### src/rtl/counter_pkg.sv
// Shared counter encodings for the counter, display and timer blocks.
// Latency: n/a (constants and types only).
// Backpressure: n/a.
package counter_pkg;

    // Boundary behaviour selector
    localparam logic MODE_WRAP = 1'b0;
    localparam logic MODE_SAT  = 1'b1;

    // Count direction selector
    localparam logic DIR_UP    = 1'b1;
    localparam logic DIR_DOWN  = 1'b0;

    // Classification of what a single step does to the count
    typedef enum logic [1:0] {
        STEP_INC   = 2'd0,  // ordinary increment inside the range
        STEP_DEC   = 2'd1,  // ordinary decrement inside the range
        STEP_CLAMP = 2'd2,  // out-of-range value pulled back to limit, no boundary event
        STEP_BOUND = 2'd3   // boundary reached: wrap or saturate, raises terminal
    } step_kind_e;

endpackage

### src/rtl/tick_prescaler.sv
// Prescaler: emits one step every prescale+1 enabled cycles; clear restarts the period.
// Latency: step is combinational from the prescale register state in the current cycle.
// Backpressure: none; enable low freezes the period count, no step is produced.
module tick_prescaler #(
    parameter int PRESCALE_W = 4
) (
    input  logic                  clk,
    input  logic                  reset,
    input  logic                  enable,
    input  logic                  clear,
    input  logic [PRESCALE_W-1:0] prescale,
    output logic                  step
);

    logic [PRESCALE_W-1:0] pre_cnt;
    logic                  period_done;

    // A period is complete once the count reaches the programmed value; using >=
    // lets a prescale reduced mid-period take effect on the very next enabled cycle.
    assign period_done = (pre_cnt >= prescale);

    // Clear (load) overrides stepping so the loaded value is held for a full period.
    assign step = enable && !clear && period_done;

    // Period counter: restart on clear or completed period, hold while disabled
    always_ff @(posedge clk or posedge reset) begin
        if (reset) begin
            pre_cnt <= '0;
        end else if (clear) begin
            pre_cnt <= '0;
        end else if (enable) begin
            if (period_done) begin
                pre_cnt <= '0;
            end else begin
                pre_cnt <= pre_cnt + 1'b1;
            end
        end
    end

endmodule

### src/rtl/prescaled_counter.sv
// Up/down counter with prescaler, modulo limit, synchronous load and wrap/saturate mode.
// Latency: count, tick and terminal all register at the edge where the step is decided.
// Backpressure: none; enable gates the prescaler, load takes priority over stepping.
module prescaled_counter
    import counter_pkg::*;
#(
    parameter int WIDTH      = 16,
    parameter int PRESCALE_W = 4
) (
    input  logic                  clk,
    input  logic                  reset,
    input  logic                  enable,
    input  logic                  direction,
    input  logic [PRESCALE_W-1:0] prescale,
    input  logic [WIDTH-1:0]      limit,
    input  logic                  mode,
    input  logic                  load,
    input  logic [WIDTH-1:0]      load_value,
    output logic [WIDTH-1:0]      count,
    output logic                  tick,
    output logic                  terminal
);

    logic             step;
    step_kind_e       step_kind;
    logic [WIDTH-1:0] next_count;
    logic             next_terminal;

    tick_prescaler #(
        .PRESCALE_W (PRESCALE_W)
    ) u_prescaler (
        .clk      (clk),
        .reset    (reset),
        .enable   (enable),
        .clear    (load),
        .prescale (prescale),
        .step     (step)
    );

    // Classify the step against the limit; a loaded value above limit is
    // pulled back to limit on a down step without counting as a boundary.
    always_comb begin
        step_kind = STEP_INC;
        if (direction == DIR_UP) begin
            if (count < limit) begin
                step_kind = STEP_INC;
            end else begin
                step_kind = STEP_BOUND;
            end
        end else begin
            if (count > limit) begin
                step_kind = STEP_CLAMP;
            end else if (count != '0) begin
                step_kind = STEP_DEC;
            end else begin
                step_kind = STEP_BOUND;
            end
        end
    end

    // Value the count takes if this cycle steps, and whether it is a boundary event
    always_comb begin
        next_count    = count;
        next_terminal = 1'b0;
        unique case (step_kind)
            STEP_INC: begin
                next_count = count + 1'b1;
            end
            STEP_DEC: begin
                next_count = count - 1'b1;
            end
            STEP_CLAMP: begin
                next_count = limit;
            end
            STEP_BOUND: begin
                next_terminal = 1'b1;
                if (direction == DIR_UP) begin
                    // Up past the top: wrap to 0 or stick at limit
                    next_count = (mode == MODE_SAT) ? limit : '0;
                end else begin
                    // Down past 0: wrap to limit or stick at 0
                    next_count = (mode == MODE_SAT) ? '0 : limit;
                end
            end
            default: begin
                next_count    = count;
                next_terminal = 1'b0;
            end
        endcase
    end

    // Count and pulse registers: load beats step, pulses are single-cycle
    always_ff @(posedge clk or posedge reset) begin
        if (reset) begin
            count    <= '0;
            tick     <= 1'b0;
            terminal <= 1'b0;
        end else if (load) begin
            count    <= load_value;
            tick     <= 1'b0;
            terminal <= 1'b0;
        end else if (step) begin
            count    <= next_count;
            tick     <= 1'b1;
            terminal <= next_terminal;
        end else begin
            tick     <= 1'b0;
            terminal <= 1'b0;
        end
    end

endmodule

### config.mk
export PLATFORM = sky130hd
export DESIGN_NAME = prescaled_counter
export DESIGN_NICKNAME = d
export VERILOG_FILES = /design/src/rtl/counter_pkg.sv /design/src/rtl/tick_prescaler.sv /design/src/rtl/prescaled_counter.sv
export SDC_FILE = /design/constraint.sdc
export NUM_CORES = 1
export LEC_CHECK = 0
export CAP_MARGIN = 10
export CORE_MARGIN = 5
export CORE_UTILIZATION = 30
export DETAILED_ROUTE_END_ITERATION = 10
export GPL_ROUTABILITY_DRIVEN = 0
export GPL_TIMING_DRIVEN = 1
export PLACE_DENSITY = 0.56
export SYNTH_ARGS = -nofsm -noshare
export SYNTH_HDL_FRONTEND = slang
export SYNTH_HIERARCHICAL = 1
export SYNTH_SLANG_ARGS = --single-unit
### constraint.sdc
create_clock -name clk -period 5.9 [get_ports clk]
set_input_delay 0.59 -clock clk [delete_from_list [all_inputs] [get_ports clk]]
set_output_delay 0.59 -clock clk [all_outputs]
set_load 0.1 [all_outputs]
==> impl_metrics.csv <==
group,metric,value,unit
logic_synthesis,synth_fa_ha_area_share,18.03,%
logic_synthesis,ys_types,61,
logic_synthesis,yosysSeqAreaShare,21.67,%
floorplan,pin_count,60,
clock_tree,root_buffer,"clkbuf_8",
power_and_ir_drop,p_leak,1.467,nW
outcome,status,"completed",
logic_synthesis,synthArstFlopShare,100.0,%
placed_design,portBuffers,59,
floorplan,rows,33,
grt,grt_max_degree,39,
timing,fin_tns_setup,0,ps
setup_path,endpoint_kind,"register",
timing,max_clock_freq,195.6,MHz
drt,routed_wl,7908,microns
cells_and_area,diodes,0,
drt,num_vias,2548,
timing,fin_ws,786.2,ps
timing,period_share,86.67,%
logic_synthesis,synthSimpleGateAreaFrac,22.17,%
logic_synthesis,syn_inst,311,
placed_design,placed_cell_area,3231,sq um
setup_path,critPathLaunchType,"input pin",
logic_synthesis,synth-seq-cells,22,
clock_tree,clock-sinks,22,
logic_synthesis,syn_area_per_cell,8.167,sq um
drt,dr.pass1.iters,7,
setup_path,path_cells,"clkdlybuf4s50_1 > inv_1 > ha_1 > nand4_2 > or4_4 > a21oi_1 > nand3_1 > inv_1 > ha_1 > o21ai_0 > a21oi_1 > o41ai_1 > o21ai_1 > a2111oi_0 > nor2b_1 > xor2_1 > a221o_1",
drt,vias_per_cell,5.410,
drt,drt-initial-drc-count,161,
logic_synthesis,synth_top_area_share,21.67,%
floorplan,dieWidth,102.0,microns
placed_design,pre_cts_ws,514.0,ps
logic_synthesis,synth_compound_area_share,28.52,%
cells_and_area,fillCellCount,856,
setup_path,slowest_stage,"or4_4",
clock_tree,ctsResizeCount,0,
floorplan,die_area,10410,sq um
grt,first_global_vias,2582,
timing,finalSetupViolCount,0,
power_and_ir_drop,powerDensity,217.8,nW/um^2
setup_path,worstPathMaxFanout,14,
logic_synthesis,synthFlopType,"dfrtp_1",
clock_tree,clkTransAtPathRegs,100,ps
cells_and_area,final_area,3286,sq um
drt,avgRoutedWirePerCell,16.79,microns
timing,finClkSkew,13.71,ps
logic_synthesis,syn-num-nets,389,
floorplan,die_h,102.0,microns
clock_tree,htreeDepth,1,
logic_synthesis,synth-edff-count,0,
logic_synthesis,synth_area,2540,sq um
job,max_cap_viol_count,0,
grt,antenna_found_initial,0,
cells_and_area,areaGrowthSynthToFinish,29.36,%
timing,tightest_slew,984.1,ps
power_and_ir_drop,vdd_drop_max,0.09725,mV
setup_path,crit_arrival,5290,ps
clock_tree,cts_hold_buffers,0,
clock_tree,cts_tree,"built",
logic_synthesis,yosysWarnings,6,
timing,maxSlewHeadroom,34.19,%
placed_design,dpl.hpwl,6086,microns
logic_synthesis,synth_mux_area_share,0,%
clock_tree,clk_path_buf_depth,2,
setup_path,rrSetupSlack,1120,ps
logic_synthesis,ys_top_cells_by_area,"dfrtp_1, ha_1, a21oi_1",
hold_path,min_path_type,"in -> async",
logic_synthesis,synthXorXnorAreaFrac,3.793,%
drt,drc_errors,0,
setup_path,crit_required,6080,ps
setup_path,criticalPathCategory,"in -> reg",
timing,rsz0062_at_grt,"false",
cells_and_area,nNetsFinal,445,
grt,gr-total-overflow,0,
logic_synthesis,synth_top_family_by_area,"compound AO/OA/AOI/OAI gates",
timing,final_hold_viol_count,0,
clock_tree,clkLatencyLatePin,290,ps
cells_and_area,utilization,39.99,%
logic_synthesis,synth_area_leader_cell,"dfrtp_1",
floorplan,fp.coreArea,8217,sq um
timing,drv_slew,0,
cells_and_area,drive_gt1_share,5.738,%
floorplan,start_util,30.91,%
clock_tree,cts_inserted_buffers,3,
clock_tree,cts_setup_buffers,0,
grt,grt_pass1_wl,12780,microns
setup_path,max_stage_delay,590,ps
grt,grt_util_all_layers,15.59,%
drt,ant_nets,0,
timing,layout_min_cycle_time,5114,ps
state kept, by name, indices dropped and copies added (netlist names):
| register | count |
|---|---|
| terminal | 1 |
| u_prescaler/pre_cnt | 4 |
| count | 16 |
| tick | 1 |
per-layer routing:
metal	global-route usage [%]	wire, microns	vias up
li1	-	-	1265
met4	5.752	152	0
met2	25.79	3722	74
met5	0	0	-
met3	2.457	367	13
met1	20.49	3666	1196
worst max-delay path: cells and delay by family:
family,cells,cell delay (ps)
AND/OR/NAND/NOR,4,1010
AO/OA/AOI/OAI,7,1890
adder cells (fa/ha/maj),2,690
XOR/XNOR,1,150
buffers and inverters,3,950
cells in the mapped netlist, types with 7 or more instances:
master and number:
a21oi_1 27, a221o_1 10, clkbuf_1 7, dfrtp_1 22
ha_1 35, inv_1 29, nand2_1 22, nand2b_1 10
nand3_1 7, nor2_1 25, nor3_1 8, o21ai_0 14
layout make-up:
type / count / area, sq um / share of cell area (%)
Multi-Input combinational cell: 251 / 1842 / 56.05
Timing Repair Buffer: 60 / 598.1 / 18.20
Sequential cell: 22 / 550.5 / 16.76
Tap cell: 105 / 131.4 / 3.998
Inverter: 29 / 108.9 / 3.313
Clock buffer: 4 / 55.05 / 1.676
power by group:
part	internal (mW)	switching [mW]
registers	0.163	0.0228
clock network	0.0599	0.0624
logic	0.159	0.248
total	0.382	0.334
cells by family (layout without fill, tap and decap cells):
logic type,count (synthesis),in the layout
AND/OR/NAND/NOR,105,105
flip-flops,22,22
XOR/XNOR,11,11
buffers and inverters,38,93
adder cells (fa/ha/maj),36,36
AO/OA/AOI/OAI,99,99
through the flow:
stage          hold slack [ps]  instances  total power, mW
3_5_place_dp             581.5        467           0.5939
5_1_grt                  541.9        471           0.7610
2_1_floorplan            356.1        311           0.4837
4_1_cts                  524.2        471           0.7179
3_3_place_gp             575.6        467           0.5925
6_report                 521.5        471           0.7157
cell usage in the layout (no fill, tap or decap), types with 4 or more instances in the layout:
master / instances
nor4_1: 4
a221o_1: 10
a21o_1: 5
inv_1: 29
nor2_1: 25
ha_1: 35
xnor2_1: 6
nand4_1: 4
clkbuf_8: 4
o21ai_0: 14
nand2_1: 22
nand2b_1: 10
clkdlybuf4s50_1: 59
nor3_1: 8
nor3b_1: 5
nand3_1: 7
xor2_1: 5
a22oi_1: 4
a21oi_1: 27
dfrtp_1: 22
worst paths after layout:
path / to / cells past startpoint / start
max in group asynchronous: count[11]$_DFFE_PP0P_ / 2 / reset
min in group clk: u_prescaler/pre_cnt[1]$_DFFE_PP0P_ / 2 / u_prescaler/pre_cnt[1]$_DFFE_PP0P_
min reg2reg: u_prescaler/pre_cnt[1]$_DFFE_PP0P_ / 2 / u_prescaler/pre_cnt[1]$_DFFE_PP0P_
max reg2reg: count[14]$_DFFE_PP0P_ / 15 / count[14]$_DFFE_PP0P_
min: u_prescaler/pre_cnt[2]$_DFFE_PP0P_ / 2 / reset
max: count[14]$_DFFE_PP0P_ / 17 / limit[14]
No activity file was read; power rests on OpenSTA's default activity.
